[config.mk]
export PLATFORM = sky130hd
export DESIGN_NAME = cacheline_arbiter_flat
export DESIGN_NICKNAME = d
export VERILOG_FILES = /design/src/rtl/cache_pkg.sv /design/src/rtl/cacheline_itf.sv /design/src/rtl/cacheline_rd_tracker.sv /design/src/rtl/cacheline_arbiter.sv /design/src/flat_wrapper.sv
export SDC_FILE = /design/constraint.sdc
export NUM_CORES = 1
export LEC_CHECK = 0
export CAP_MARGIN = 25
export CORE_AREA = 2 2 669 671
export CTS_CLUSTER_DIAMETER = 50
export DETAILED_ROUTE_END_ITERATION = 10
export DIE_AREA = 0 0 671 673
export GPL_TIMING_DRIVEN = 0
export PLACE_DENSITY = 0.3
export SYNTH_ARGS = -nofsm -noshare
export SYNTH_HDL_FRONTEND = slang
export SYNTH_SLANG_ARGS = --single-unit
[constraint.sdc]
create_clock -name clk -period 3.2 [get_ports clk]
set_input_delay 0.32 -clock clk [delete_from_list [all_inputs] [get_ports clk]]
set_output_delay 0.32 -clock clk [all_outputs]
set_load 0.03 [all_outputs]
[src/rtl/cache_pkg.sv]
// Shared types for the cacheline arbiter slice: bus widths, requester ids and
// the read-tracking entry layout.
package cache_pkg;
  localparam int CACHELINE_BITS = 256;
  localparam int ADDR_BITS      = 32;

  typedef enum logic {
    REQ_ICACHE = 1'b0,
    REQ_DCACHE = 1'b1
  } req_id_e;

  typedef struct packed {
    logic                 valid;
    logic [ADDR_BITS-1:0] addr;
    req_id_e              owner;
  } trk_entry_t;
endpackage

[src/rtl/cacheline_itf.sv]
// Cacheline request/response port. master issues read/write, slave answers
// with ready and out-of-order rvalid tagged by raddr.
interface cacheline_itf;
  import cache_pkg::*;

  logic [ADDR_BITS-1:0]      addr;
  logic                      read;
  logic                      write;
  logic [CACHELINE_BITS-1:0] wdata;
  logic                      ready;
  logic                      rvalid;
  logic [CACHELINE_BITS-1:0] rdata;
  logic [ADDR_BITS-1:0]      raddr;

  modport master (
    output addr, read, write, wdata,
    input  ready, rvalid, rdata, raddr
  );

  modport slave (
    input  addr, read, write, wdata,
    output ready, rvalid, rdata, raddr
  );
endinterface

[src/rtl/cacheline_rd_tracker.sv]
// Table of reads in flight downstream: allocates the lowest free slot,
// CAM-matches returning raddr, and reports fullness / per-requester addr hits.
module cacheline_rd_tracker
  import cache_pkg::*;
#(
  parameter  int OUTSTANDING = 4,
  parameter  int NQ          = 2,
  localparam int IDX_W       = (OUTSTANDING > 1) ? $clog2(OUTSTANDING) : 1
) (
  input  logic                         clk,
  input  logic                         rst_n,
  input  logic                         alloc_en,
  input  logic [ADDR_BITS-1:0]         alloc_addr,
  input  req_id_e                      alloc_owner,
  input  logic                         lk_en,
  input  logic [ADDR_BITS-1:0]         lk_addr,
  output logic                         lk_hit,
  output req_id_e                      lk_owner,
  output logic [IDX_W-1:0]             lk_idx,
  input  logic [NQ-1:0][ADDR_BITS-1:0] q_addr,
  output logic [NQ-1:0]                q_match,
  output logic                         full,
  output logic                         busy
);
  trk_entry_t [OUTSTANDING-1:0] tbl;
  logic [OUTSTANDING-1:0] vld, hit_vec, alloc_oh;

  always_comb begin
    for (int e = 0; e < OUTSTANDING; e++) begin
      vld[e]     = tbl[e].valid;
      hit_vec[e] = lk_en && tbl[e].valid && (tbl[e].addr == lk_addr);
    end
  end

  // Lowest free slot as a one-hot; only used when the table is not full.
  assign alloc_oh = ~vld & (vld + OUTSTANDING'(1));
  assign full     = &vld;
  assign busy     = |vld;

  always_comb begin
    lk_hit   = 1'b0;
    lk_owner = REQ_ICACHE;
    lk_idx   = '0;
    for (int e = 0; e < OUTSTANDING; e++) begin
      if (hit_vec[e]) begin
        lk_hit   = 1'b1;
        lk_owner = tbl[e].owner;
        lk_idx   = IDX_W'(e);
      end
    end
  end

  always_comb begin
    for (int q = 0; q < NQ; q++) begin
      q_match[q] = 1'b0;
      for (int e = 0; e < OUTSTANDING; e++)
        if (tbl[e].valid && (tbl[e].addr == q_addr[q])) q_match[q] = 1'b1;
    end
  end

  // Freed and allocated slots can never coincide: allocation only targets
  // slots that are already invalid in the registered state.
  always_ff @(posedge clk or negedge rst_n) begin
    if (!rst_n) begin
      tbl <= '0;
    end else begin
      for (int e = 0; e < OUTSTANDING; e++) begin
        if (alloc_en && alloc_oh[e])
          tbl[e] <= '{valid: 1'b1, addr: alloc_addr, owner: alloc_owner};
        else if (hit_vec[e])
          tbl[e].valid <= 1'b0;
      end
    end
  end
endmodule

[src/rtl/cacheline_arbiter.sv]
// Shares one cacheline memory port between icache and dcache: round-robin
// grant held until accepted, reads tracked by address for response routing.
module cacheline_arbiter
  import cache_pkg::*;
#(
  parameter int OUTSTANDING = 4
) (
  input  logic         clk,
  input  logic         rst_n,
  cacheline_itf.slave  icache,
  cacheline_itf.slave  dcache,
  cacheline_itf.master mem,
  output logic         resp_err,
  output logic         busy
);
  localparam int NREQ  = 2;
  localparam int IDX_W = (OUTSTANDING > 1) ? $clog2(OUTSTANDING) : 1;

  logic [NREQ-1:0]                     rq_rd, rq_wr, req, elig, rq_rdy, q_match;
  logic [NREQ-1:0][ADDR_BITS-1:0]      rq_addr;
  logic [NREQ-1:0][CACHELINE_BITS-1:0] rq_wdata;

  logic             full, lk_hit, gnt_vld, accept, lock_vld, lock_eff;
  req_id_e          lk_owner, lock_id, rr_ptr, gnt_id;
  logic [IDX_W-1:0] lk_idx;

  assign rq_rd    = {dcache.read,  icache.read};
  assign rq_wr    = {dcache.write, icache.write};
  assign rq_addr  = {dcache.addr,  icache.addr};
  assign rq_wdata = {dcache.wdata, icache.wdata};

  // A read waits while the table is full or its line is already in flight.
  always_comb begin
    for (int r = 0; r < NREQ; r++) begin
      req[r]  = rq_rd[r] | rq_wr[r];
      elig[r] = req[r] & ~(rq_rd[r] & (full | q_match[r]));
    end
  end

  // A locked requester that withdraws loses the lock immediately.
  assign lock_eff = lock_vld & req[lock_id];

  always_comb begin
    gnt_vld = 1'b0;
    gnt_id  = rr_ptr;
    if (lock_eff) begin
      gnt_vld = 1'b1;
      gnt_id  = lock_id;
    end else if (elig[0] && elig[1]) begin
      gnt_vld = 1'b1;
      gnt_id  = rr_ptr;
    end else if (elig[0]) begin
      gnt_vld = 1'b1;
      gnt_id  = REQ_ICACHE;
    end else if (elig[1]) begin
      gnt_vld = 1'b1;
      gnt_id  = REQ_DCACHE;
    end
    gnt_vld = gnt_vld & rst_n;
  end

  assign mem.read  = gnt_vld & rq_rd[gnt_id];
  assign mem.write = gnt_vld & rq_wr[gnt_id];
  assign mem.addr  = gnt_vld ? rq_addr[gnt_id]  : '0;
  assign mem.wdata = gnt_vld ? rq_wdata[gnt_id] : '0;

  assign accept    = gnt_vld & mem.ready;
  assign rq_rdy[0] = accept & (gnt_id == REQ_ICACHE);
  assign rq_rdy[1] = accept & (gnt_id == REQ_DCACHE);

  assign icache.ready  = rq_rdy[0];
  assign dcache.ready  = rq_rdy[1];
  assign icache.rvalid = lk_hit & (lk_owner == REQ_ICACHE);
  assign dcache.rvalid = lk_hit & (lk_owner == REQ_DCACHE);
  assign icache.rdata  = mem.rdata;
  assign dcache.rdata  = mem.rdata;
  assign icache.raddr  = mem.raddr;
  assign dcache.raddr  = mem.raddr;

  // read|write together is tracked as a read so its response still routes.
  cacheline_rd_tracker #(
    .OUTSTANDING (OUTSTANDING),
    .NQ          (NREQ)
  ) u_trk (
    .clk         (clk),
    .rst_n       (rst_n),
    .alloc_en    (accept & rq_rd[gnt_id]),
    .alloc_addr  (rq_addr[gnt_id]),
    .alloc_owner (gnt_id),
    .lk_en       (mem.rvalid),
    .lk_addr     (mem.raddr),
    .lk_hit      (lk_hit),
    .lk_owner    (lk_owner),
    .lk_idx      (lk_idx),
    .q_addr      (rq_addr),
    .q_match     (q_match),
    .full        (full),
    .busy        (busy)
  );

  always_ff @(posedge clk or negedge rst_n) begin
    if (!rst_n) begin
      lock_vld <= 1'b0;
      lock_id  <= REQ_ICACHE;
      rr_ptr   <= REQ_DCACHE;
      resp_err <= 1'b0;
    end else begin
      if (accept) begin
        lock_vld <= 1'b0;
        rr_ptr   <= (gnt_id == REQ_ICACHE) ? REQ_DCACHE : REQ_ICACHE;
      end else if (gnt_vld) begin
        lock_vld <= 1'b1;
        lock_id  <= gnt_id;
      end else begin
        lock_vld <= 1'b0;
      end
      if (mem.rvalid && !lk_hit) resp_err <= 1'b1;
    end
  end

  for (genvar r = 0; r < NREQ; r++) begin : g_chk
    a_rw_excl : assert property (@(posedge clk) disable iff (!rst_n)
      !(rq_rd[r] && rq_wr[r]));
    a_req_hold : assert property (@(posedge clk) disable iff (!rst_n)
      (req[r] && !rq_rdy[r]) |=> req[r]);
  end

  a_idx_range : assert property (@(posedge clk) disable iff (!rst_n)
    lk_hit |-> (int'(lk_idx) < OUTSTANDING));
endmodule
[src/flat_wrapper.sv]
// flat-port wrapper written by rule: the top's interface ports become plain ports
module cacheline_arbiter_flat import cache_pkg::*;
#(
  parameter int OUTSTANDING = 4
)
  (clk, rst_n, resp_err, busy, icache_addr, icache_read, icache_write, icache_wdata, icache_ready, icache_rvalid, icache_rdata, icache_raddr, dcache_addr, dcache_read, dcache_write, dcache_wdata, dcache_ready, dcache_rvalid, dcache_rdata, dcache_raddr, mem_addr, mem_read, mem_write, mem_wdata, mem_ready, mem_rvalid, mem_rdata, mem_raddr);
  cacheline_itf icache_i ();
  cacheline_itf dcache_i ();
  cacheline_itf mem_i ();
  input  logic clk;
  input  logic rst_n;
  output logic resp_err;
  output logic busy;
  input wire logic [$bits(icache_i.addr)-1:0] icache_addr;
  input wire logic [$bits(icache_i.read)-1:0] icache_read;
  input wire logic [$bits(icache_i.write)-1:0] icache_write;
  input wire logic [$bits(icache_i.wdata)-1:0] icache_wdata;
  output wire logic [$bits(icache_i.ready)-1:0] icache_ready;
  output wire logic [$bits(icache_i.rvalid)-1:0] icache_rvalid;
  output wire logic [$bits(icache_i.rdata)-1:0] icache_rdata;
  output wire logic [$bits(icache_i.raddr)-1:0] icache_raddr;
  input wire logic [$bits(dcache_i.addr)-1:0] dcache_addr;
  input wire logic [$bits(dcache_i.read)-1:0] dcache_read;
  input wire logic [$bits(dcache_i.write)-1:0] dcache_write;
  input wire logic [$bits(dcache_i.wdata)-1:0] dcache_wdata;
  output wire logic [$bits(dcache_i.ready)-1:0] dcache_ready;
  output wire logic [$bits(dcache_i.rvalid)-1:0] dcache_rvalid;
  output wire logic [$bits(dcache_i.rdata)-1:0] dcache_rdata;
  output wire logic [$bits(dcache_i.raddr)-1:0] dcache_raddr;
  output wire logic [$bits(mem_i.addr)-1:0] mem_addr;
  output wire logic [$bits(mem_i.read)-1:0] mem_read;
  output wire logic [$bits(mem_i.write)-1:0] mem_write;
  output wire logic [$bits(mem_i.wdata)-1:0] mem_wdata;
  input wire logic [$bits(mem_i.ready)-1:0] mem_ready;
  input wire logic [$bits(mem_i.rvalid)-1:0] mem_rvalid;
  input wire logic [$bits(mem_i.rdata)-1:0] mem_rdata;
  input wire logic [$bits(mem_i.raddr)-1:0] mem_raddr;
  assign icache_i.addr = icache_addr;
  assign icache_i.read = icache_read;
  assign icache_i.write = icache_write;
  assign icache_i.wdata = icache_wdata;
  assign icache_ready = icache_i.ready;
  assign icache_rvalid = icache_i.rvalid;
  assign icache_rdata = icache_i.rdata;
  assign icache_raddr = icache_i.raddr;
  assign dcache_i.addr = dcache_addr;
  assign dcache_i.read = dcache_read;
  assign dcache_i.write = dcache_write;
  assign dcache_i.wdata = dcache_wdata;
  assign dcache_ready = dcache_i.ready;
  assign dcache_rvalid = dcache_i.rvalid;
  assign dcache_rdata = dcache_i.rdata;
  assign dcache_raddr = dcache_i.raddr;
  assign mem_addr = mem_i.addr;
  assign mem_read = mem_i.read;
  assign mem_write = mem_i.write;
  assign mem_wdata = mem_i.wdata;
  assign mem_i.ready = mem_ready;
  assign mem_i.rvalid = mem_rvalid;
  assign mem_i.rdata = mem_rdata;
  assign mem_i.raddr = mem_raddr;
  cacheline_arbiter #(.OUTSTANDING(OUTSTANDING)) u_core (.clk(clk), .rst_n(rst_n), .icache(icache_i), .dcache(dcache_i), .mem(mem_i), .resp_err(resp_err), .busy(busy));
endmodule
* Yosys cells after proc, flatten, opt, wreduce, memory -nomap -nowiden *
Cells that the tools add are included.

word-level totals
  register bits after elaboration = 140
  bits in latches = 0
  bits in writable memories = 0
  bits in read-only memories = 0
  input bits = 872
  output and inout bits = 872
  memories = 0

cells by class
  add/subtract/negate cells = 1
  multipliers = 0
  div/mod/pow operators = 0
  magnitude comparators = 2
  eq/ne operators = 12
  shifts and indexed selects = 0
  multiplexer cells = 47
  bitwise operators = 25
  reduce and logical (&&, ||, !) cells = 30

operator list
  operator                                             number
  two-way mux 256 bit                                  3
  equality test 32 bit                                 12
  two-way mux 32 bit                                   3
  two-way mux 1 bit                                    41
  logical AND 1 bit                                    22
  AND 1 bit                                            14
  nonzero test 2 bit                                   4
  NOT 1 bit                                            5
  adder 4 x 1 -> 4 bit (second input constant)         1
  AND 4 bit                                            1
  < comparator 1 x 2 -> 1 bit (second input constant)  2
  NOT 4 bit                                            1
  OR 1 bit                                             4
  AND reduction 4 bit                                  1
  OR reduction 4 bit                                   1
  AND reduction 2 bit                                  1
  logical NOT 1 bit                                    1

* Logic depth before layout (Yosys ltp) *
Gate-level depths: netlist of run 1.

  depth after elaboration = 19
  gate-level depth with buffers = 15

* By module *
From an unflattened synthesis of run 1, not the netlist that was laid out.

second synthesis, totals
  cells, all modules = 2,500
  area total of the unflattened synthesis = 20,168.1 sq um

by module, submodules not included
  module                instances  cells each  area each (sq um)
  cacheline_arbiter     1          1,610       10,635.2
  cacheline_rd_tracker  1          890         9,532.9

* Worst setup path after synthesis of run 1 *
OpenSTA, ideal clock, no wires.

  path kind = in2out
  from = input port dcache_addr[20]
  to = output port mem_wdata[106]
  arrival time = 3,033 ps
  required time = 2,880 ps
  slack = -153 ps
  stages on the path = 15
  buffers on the path = 5
  path through = clkbuf_1 xnor2_1 nand4_1 nor4_1 nand4_1 o22a_1 a31o_4 o21a_1 nand2_2 buf_6 buf_6 buf_8 buf_4 nand2_1 a21oi_1

on the way
  word-level cells in the longest chain between the ends = 17
  elaborated cells on any way between the ends = 29
  those cells by class = 4 x eq/ne; 15 x mux; 5 x bitwise; 5 x reduce/logical

ends and longest elaborated chain
  item                                                     line                        text
  start: declaration                                       flat_wrapper.sv:22          input wire logic [$bits(dcache_i.addr)-1:0] dcache_addr;
  equality test 32 bit                                     cacheline_rd_tracker.sv:57  if (tbl[e].valid && (tbl[e].addr == q_addr[q])) q_match[q] = 1'b1;
  logical AND 1 bit                                        cacheline_rd_tracker.sv:57
  two-way mux 1 bit (3 in series)                          cacheline_rd_tracker.sv:57
  two-way mux 1 bit (*)                                    cacheline_rd_tracker.sv:57
  OR 1 bit (*)                                             cacheline_arbiter.sv:36     elig[r] = req[r] & ~(rq_rd[r] & (full | q_match[r]));
  AND 1 bit (*)                                            cacheline_arbiter.sv:36
  NOT 1 bit (*)                                            cacheline_arbiter.sv:36
  AND 1 bit (*)                                            cacheline_arbiter.sv:36
  two-way mux 1 bit                                        cacheline_arbiter.sv:55     end else if (elig[1]) begin
  two-way mux 1 bit                                        cacheline_arbiter.sv:52     end else if (elig[0]) begin
  two-way mux 1 bit                                        cacheline_arbiter.sv:49     end else if (elig[0] && elig[1]) begin
  two-way mux 1 bit                                        cacheline_arbiter.sv:46     if (lock_eff) begin
  two-way mux 256 bit (implied by the code) (2 in series)  cacheline_arbiter.sv:65     assign mem.wdata = gnt_vld ? rq_wdata[gnt_id] : '0;
  two-way mux 256 bit (*)                                  cacheline_arbiter.sv:65
  end: declaration                                         flat_wrapper.sv:33          output wire logic [$bits(mem_i.wdata)-1:0] mem_wdata;

Every way passes the cells marked *; elsewhere a longest branch is shown, timed or not. The select of a mux whose other input is x is not followed.

* Final worst setup path of run 1 *
  from = register u_core.u_trk.tbl[118] in the netlist's numbering
  to = output port mem_wdata[177]

on the way
  word-level cells in the longest chain between the ends = 14
  elaborated cells on any way between the ends = 27
  those cells by class = 2 x eq/ne; 13 x mux; 9 x bitwise; 3 x reduce/logical

ends and longest elaborated chain
  item                                                     line                        text
  start: declaration                                       cacheline_rd_tracker.sv:25  trk_entry_t [OUTSTANDING-1:0] tbl;
  start signal: indexed assignment                         cacheline_rd_tracker.sv:69  tbl[e] <= '{valid: 1'b1, addr: alloc_addr, owner: alloc_owner};
  equality test 32 bit                                     cacheline_rd_tracker.sv:57
  logical AND 1 bit                                        cacheline_rd_tracker.sv:57
  two-way mux 1 bit                                        cacheline_rd_tracker.sv:57
  OR 1 bit                                                 cacheline_arbiter.sv:36
  AND 1 bit                                                cacheline_arbiter.sv:36
  NOT 1 bit                                                cacheline_arbiter.sv:36
  AND 1 bit                                                cacheline_arbiter.sv:36
  two-way mux 1 bit                                        cacheline_arbiter.sv:55
  two-way mux 1 bit                                        cacheline_arbiter.sv:52
  two-way mux 1 bit                                        cacheline_arbiter.sv:49
  two-way mux 1 bit                                        cacheline_arbiter.sv:46
  two-way mux 256 bit (implied by the code) (2 in series)  cacheline_arbiter.sv:65
  two-way mux 256 bit (*)                                  cacheline_arbiter.sv:65

Marked as above.

==> results.md, run 1 <==
- Run status: complete, but fails checks
- Failing checks: setup timing
- Worst skew pair latency: 500 ps
- Grt ovf: 0
- Int Pwr: 14760 uW
- FF-to-FF End: u_core.u_trk.tbl[113]$_DFFE_PN0P_
- Cell Rows: 245
- Crit path kind: flop to output port
- Die Ht: 673 um
- VDD IR max: 0.4591 mV
- Max H-tree Level: 4
- Critical path required time: 2880 ps
- Post-DP HPWL: 361.6 mm
- RSZ-0062 raised after global routing: yes
- Fin worst setup slack: -1602 ps
- Max cap viols: 0
- Crit. End Element: output port
- RePlAce Congestion: 0.9975
- Global-route wire length before repair: 443.1 mm
- CP dominant cell by count: buf_12
- Drt initial violations: 1928
- Syn Inst Count: 2456
- Sw Pwr: 20530 uW
- Hold EP: u_core.u_trk.tbl[8]$_DFFE_PN0P_
- Routed Wire Length: 390.6 mm
- Fin. Hold Viols: 0
- FF+latch count, synth: 140
- Highest Clock Rate: 0.2082 GHz
- Register area share after synthesis: 18.43%
- Part of the power in registers: 9.2%
- Warnings, synthesis: 0
- Vias/cell: 2.575
- CTS buffer count: 17
- Clk pin slew, worst setup/hold paths: 70 ps
- Slew Viols, Final: 0
- Critical path's top delay family: buffers and inverters
- Hold Path Cell Cnt: 3
- TritonRoute pass-1 iters: 5
- Critical path peak fanout: 6
- Largest net degree at the start of global routing: 78
- Arrival time worst endpoint: 4480 ps
- Vias after detailed routing: 25810
- Setup violations, final: 432
- Port Buffer Count: 1418
- Yosys top cell by area: buf_4
- CP Buf/Inv Count: 7
- Post-Synthesis Net Count: 3328
- Floorplan core area: 444200 um^2
- Antenna Nets Post-Route: 0
- Hold Crit Class: input pin to flop
- Layout cells sized above 1: 46.55%
- DRC: 0
- Number of nets in the layout: 4898
- Comb pwr share: 85.2%
- CP Launch Type: flop
- Max incr delay on CP: 450 ps
- Synth top area cells: buf_4, dfrtp_1, xor2_1, nand2_1, a21oi_1
- Slew @ Worst Pin: 1182 ps
- Final period util: 150.1%
- Async set-reset flop share out of synthesis: 100.0%
- Max-Slew Margin vs Limit: 20.99%
- Vias in the first global route: 24710
- Fin Setup TNS: -533810 ps
- Die ar.: 451600 um^2
- Post-Syn Area: 19020 um^2
- Area added between synthesis and finish: 162.2%
- Pwr Density: 707.9 nW/um^2
- Top-area cell type share of the netlist area: 22.90%
- Critical-path top delay cell: dfrtp_2
- Clock tree root buffer cell: clkbuf_16
- Clk pwr share: 5.6%
- Longest Clk Path Bufs: 2
- Reg2Reg Launch Point: u_core.u_trk.tbl[118]$_DFFE_PN0P_
- Count of flip-flops with a built-in enable after synthesis: 0
- Die span in x: 671 um
- Hold_sp: dcache_addr[7]
- Drt wl/cell: 38.97 um
- Total Power: 35290 uW
- CP startpoint: u_core.u_trk.tbl[118]$_DFFE_PN0P_
- Initial Utilization: 4.281%
- CP Cell Sequence: xnor2_4, nand4_1, nor4_4, nand4_1, o22a_1, a31o_4, a21bo_4, nand2_4, buf_12, buf_16, buf_12, clkbuf_16, buf_12, clkbuf_16, nand2_4, a21oi_4, buf_12
- Synth unique cells: 52
- Switching part of the total: 58.18%
- Clock sinks: 140
- Leakage Power: 0.01886 uW
- Avg Inst Size Synth: 7.743 um^2
- Antenna violations before repair: 195
- Reg2Reg Setup Slack: -1100 ps
- # IOs: 1744
- Min cycle time layout: 4802 ps
- TritonCTS clock tree: built
- FF-to-FF path depth: 15
- Max Clock Skew: 16.26 ps
- GRT Util Overall: 16.44%
- Synth Flop Type: dfrtp_1
-- logic make-up after synthesis --
kind of cell	synth area share [%]
DFF	18.43
buffers and inverters	28.31
xor gates and xnor gates	17.41
and+or+nand+nor	16.33
muxes	10.69
AOI/OAI and AO/OA	8.830
-- power groups by stage --
stage	clock [uW]	sequential, uW	combinational, uW
final	1980	3240	30100
after global placement	0	3200	23000
after global routing	2090	3290	31300
after CTS	2030	3180	26000
after floorplan	0	2800	9730
after detailed placement	0	3200	24500
-- how the worst max path moves through the flow --
stage,endpoint,slack [ps],cells past startpoint
6_report,mem_wdata[177],-1600,17
5_1_grt,mem_wdata[97],-1630,14
4_1_cts,mem_wdata[97],-1750,15
3_5_place_dp,mem_wdata[127],-3960,13
3_3_place_gp,mem_wdata[98],-7440,7
2_1_floorplan,mem_wdata[106],10,15
-- cells in the final DEF, fill, tap and decap left out, types with 68 or more instances in the layout --
cell type        Yosys  final
xor2_1             256    254
nand2_4              0     93
nand2_1            523    297
a21oi_4              3    181
nand2_2              1    110
a21oi_2              0     76
mux2_4              56     68
buf_6               35    139
buf_12               0     84
buf_4              580    679
clkdlybuf4s50_1      0   1099
xnor2_1            122    109
mux2_2              93     81
dfrtp_1            139    118
clkbuf_16            0     73
-- synthesized netlist by cell type (2+ instances only) --
cell type / instances
buf_2: 35
a21boi_4: 2
nor2_1: 6
clkbuf_1: 92
nand4_1: 42
o21ai_0: 8
nor3_1: 9
nand2_1: 523
nor4_1: 68
mux2_1: 12
or3_1: 3
xor2_1: 256
buf_6: 35
dfrtp_1: 139
buf_1: 8
a21oi_1: 258
inv_1: 17
or4_1: 5
mux2_4: 56
xnor2_1: 122
o31ai_1: 2
mux2_2: 93
buf_4: 580
a21o_1: 3
o22ai_1: 6
o21ai_4: 2
a21oi_4: 3
and2_1: 33
nand3_1: 15
-- cell type report --
type	instances	area [um^2]
tap	5928	7417
antenna	56	140.1
clock buffer	19	452.9
sequential	140	3531
clock inverter	13	92.59
inverter	17	67.56
buffer	750	5993
fill	51010	394300
multi-input combinational	1547	14410
timing repair buffer	1553	17750
-- metal layers --
layer  share of wire (%)  routed length, um  up-vias  global-route usage (%)
met2                  51             201100     1640                   30.57
met1                  34             133300    12930                   16.59
met4                 5.2              20490       72                   6.222
li1                    -                  -    10640                       -
met5                0.12                464        -                       0
met3                 9.0              35190      527                   6.054
-- sequential cells by signal, summed over array words and instances (netlist names) --
signal / cells
u_core.lock_vld: 1
u_core.u_trk.tbl: 136
u_core.resp_err: 1
u_core.lock_id: 1
u_core.rr_ptr: 1
-- worst min-delay path, cell delays in order --
cell,delay (ps)
buf_2,210
mux2_4,220
mux2_4,130
-- through the flow --
step           std cells  hold WS, ps  utilization, %  area, um^2  setup slack [ps]
2_1_floorplan       2456        24.41               -       19950             14.43
3_3_place_gp        9802        461.4           9.358       41560             -7439
3_5_place_dp        9882        317.9           9.836       43690             -3955
4_1_cts             9863        391.0           10.20       45310             -1746
5_1_grt            10010        413.2           11.22       49820             -1630
6_report           10020        422.7           11.22       49850             -1602
-- timing repair --
action | in CTS | in global routing
pin swaps | 64 | 262
hold buffers | 2 | 0
gates resized for setup | 1232 | 1366
buffers inserted | 15 | 92
setup endpoints to repair | 434 | 433
cloned | 2 | 15
hold endpoints to repair | 64 | 0
No activity file was read; power rests on OpenSTA's default activity.
==> run 2: changes to the inputs <==
--- a/config.mk
+++ b/config.mk
@@ -10,7 +10,6 @@
 export CTS_CLUSTER_DIAMETER = 50
 export DETAILED_ROUTE_END_ITERATION = 10
 export DIE_AREA = 0 0 671 673
-export GPL_TIMING_DRIVEN = 0
 export PLACE_DENSITY = 0.3
 export SYNTH_ARGS = -nofsm -noshare
 export SYNTH_HDL_FRONTEND = slang
==> run 2 against run 1 <==
Clock power is 4% higher. Non-clock buffer count is 522 lower. Global-route usage is 0.20 points higher. Critical endpoint is now mem_wdata[164]. Largest power group unchanged. Design area is 8.3% lower. The flow still finishes with violations (setup timing). Maximum frequency is 4.0% higher.
==> results.md, run 2 (synthesized netlist as in run 1, its figures left out) <==
- Run status: complete, but fails checks
- Failing checks: setup timing
- Critical-path top delay cell: dfrtp_2
- Max H-tree Level: 4 (unchanged)
- Worst skew pair latency: 510 ps (about the same)
- Initial Utilization: 4.281% (unchanged)
- VDD IR max: 0.4386 mV (-4.5%)
- Max cap viols: 0 (unchanged)
- Max reg flops: 136 (unchanged)
- # IOs: 1744 (unchanged)
- Critical path peak fanout: 7 (+1)
- Die Ht: 673 um (unchanged)
- Max incr delay on CP: 460 ps (about the same)
- Floorplan core area: 444200 um^2 (unchanged)
- Design Area, Final: 45690 um^2 (-8.3%)
- Reg2Reg Launch Point: u_core.u_trk.tbl[22]$_DFFE_PN0P_
- RSZ-0062 raised after global routing: yes
- Setup violations, final: 434 (+0.46%)
- CTS buffer count: 17 (unchanged)
- Pwr Density: 780.5 nW/um^2 (+10%)
- Die ar.: 451600 um^2 (unchanged)
- CP Cell Sequence: buf_4, xnor2_1, nand4_1, nor4_1, nand4_1, o22a_1, a31o_4, a21bo_4, nand2_8, buf_12, buf_16, buf_16, nand2_4, a21oi_4, buf_12
- Global-route wire length before repair: 446.4 mm (+0.74%)
- Highest Clock Rate: 0.2166 GHz (+4.0%)
- Critical path required time: 2880 ps (about the same)
- Port Buffer Count: 975 (-31%)
- Commonest non-fill, non-tap cells in the layout: clkdlybuf4s50_1, buf_4, nand2_1, buf_12, xor2_1
- Clk pin slew, worst setup/hold paths: 80 ps (about the same)
- Vias after detailed routing: 23490 (-9.0%)
- Drt wl/cell: 41.78 um (+7.2%)
- Arrival time worst endpoint: 4300 ps (-180 ps)
- TritonCTS clock tree: built
- Crit path kind: flop to output port
- Number of nets in the layout: 4377 (-11%)
- Clock sinks: 140 (unchanged)
- DRC: 0 (unchanged)
- CP Buf/Inv Count: 5 (-2)
- Drt initial violations: 1329 (-31%)
- Die span in x: 671 um (unchanged)
- Routed Wire Length: 396.5 mm (+1.5%)
- RePlAce Congestion: 0.9064 (-9.1%)
- Clock tree root buffer cell: clkbuf_16
- Grt ovf: 0 (unchanged)
- FF-to-FF End: u_core.u_trk.tbl[83]$_DFFE_PN0P_
- Setup WS pre-CTS: -2384 ps (+1571 ps)
- Cell Rows: 245 (unchanged)
- CP startpoint: u_core.u_trk.tbl[45]$_DFFE_PN0P_
- Final period util: 144.3% (-5.8 points)
- Reg2Reg Setup Slack: -1110 ps (about the same)
- Crit path depth: 15 (-2)
- Antenna Nets Post-Route: 0 (unchanged)
- CP Launch Type: flop
- Cell Area, Placed: 40050 um^2 (-8.3%)
- Slew Viols, Final: 0 (unchanged)
- Biggest register: u_core.u_trk.tbl
- TritonRoute pass-1 iters: 5 (unchanged)
- Area added between synthesis and finish: 140.3%
- Antenna violations before repair: 178 (-8.7%)
- Max Clock Skew: 20.20 ps (+3.943 ps)
- Leakage Power: 0.01700 uW (-9.9%)
- Vias/cell: 2.475 (-3.9%)
- GRT Util Overall: 16.64% (+0.20 points)
- Crit. End Element: output port
- Fin Setup TNS: -493020 ps (+40790 ps)
- Most common cell after layout, fill and taps aside: clkdlybuf4s50_1
- Largest net degree at the start of global routing: 58 (-26%)
- Longest Clk Path Bufs: 2 (unchanged)
- Max-Slew Margin vs Limit: 38.99% (+18 points)
- CP endpoint: mem_wdata[164]
- Critical path's top delay family: compound AO/OA/AOI/OAI gates
- Post-DP HPWL: 356.3 mm (-1.5%)
- Hold Crit Class: input pin to asynchronous set/reset pin
- Fin worst setup slack: -1417 ps (+185.3 ps)
- Vias in the first global route: 23930 (-3.1%)
- Fin. Hold Viols: 0 (unchanged)
- Layout cells sized above 1: 50.41% (+3.9 points)
- Slew @ Worst Pin: 915.1 ps (-266.4 ps)
- Min cycle time layout: 4617 ps (-185.4 ps)
- FF-to-FF path depth: 17 (+2)
run 2: where the power goes:
group / internal [uW] / leakage (uW) / switching (uW)
clock network: 1050 / 0.000254 / 1000
registers: 2230 / 0.00180 / 528
logic: 12900 / 0.0149 / 17900
run 2: worst min-delay path by stage:
stage,start,cells after the start,end,slack [ps]
4_1_cts,rst_n,2,u_core.u_trk.tbl[39]$_DFFE_PN0P_,170
5_1_grt,rst_n,2,u_core.u_trk.tbl[39]$_DFFE_PN0P_,190
2_1_floorplan,rst_n,0,u_core.lock_id$_DFFE_PN0P_,20
6_report,rst_n,2,u_core.u_trk.tbl[39]$_DFFE_PN0P_,210
3_3_place_gp,rst_n,1,u_core.u_trk.tbl[39]$_DFFE_PN0P_,190
3_5_place_dp,rst_n,1,u_core.u_trk.tbl[39]$_DFFE_PN0P_,190
run 2: cell type report:
| cell class | count | area (um^2) |
|---|---|---|
| multi-input cells | 1548 | 13590 |
| repair buffers | 1781 | 20440 |
| inverters | 17 | 63.81 |
| fillers | 51160 | 398500 |
| diodes | 46 | 115.1 |
| well taps | 5928 | 7417 |
| clock inverters | 11 | 85.08 |
| flip-flops and latches | 140 | 3511 |
| clock buffers | 20 | 466.7 |
run 2: what timing repair did:
action | in CTS | in global routing
hold buffers | 1 | 0
buffers inserted | 42 | 65
pin swaps | 122 | 133
gates resized for setup | 332 | 348
endpoints found under the hold margin | 4 | 0
setup endpoints to repair | 434 | 433
gates cloned | 16 | 21
run 2: layer usage:
metal  vias up  global-route usage [%]  wire length [um]
li1       9574                       -                 -
met1     11260                   14.57            121700
met2      1993                   30.27            201200
met3       608                   10.01             51130
met4        56                   6.990             21150
met5         -                   1.796              1362
run 2: through the flow:
stage / hold WS [ps] / utilization (%) / cells / power (uW)
5_1_grt: 191.1 / 10.28 / 9486 / 37130
4_1_cts: 174.7 / 9.719 / 9369 / 33650
3_5_place_dp: 192.4 / 9.017 / 9281 / 27920
6_report: 208.1 / 10.29 / 9491 / 35660
3_3_place_gp: 191.7 / 8.994 / 9276 / 27980
2_1_floorplan: 24.41 / - / 2456 / 12530
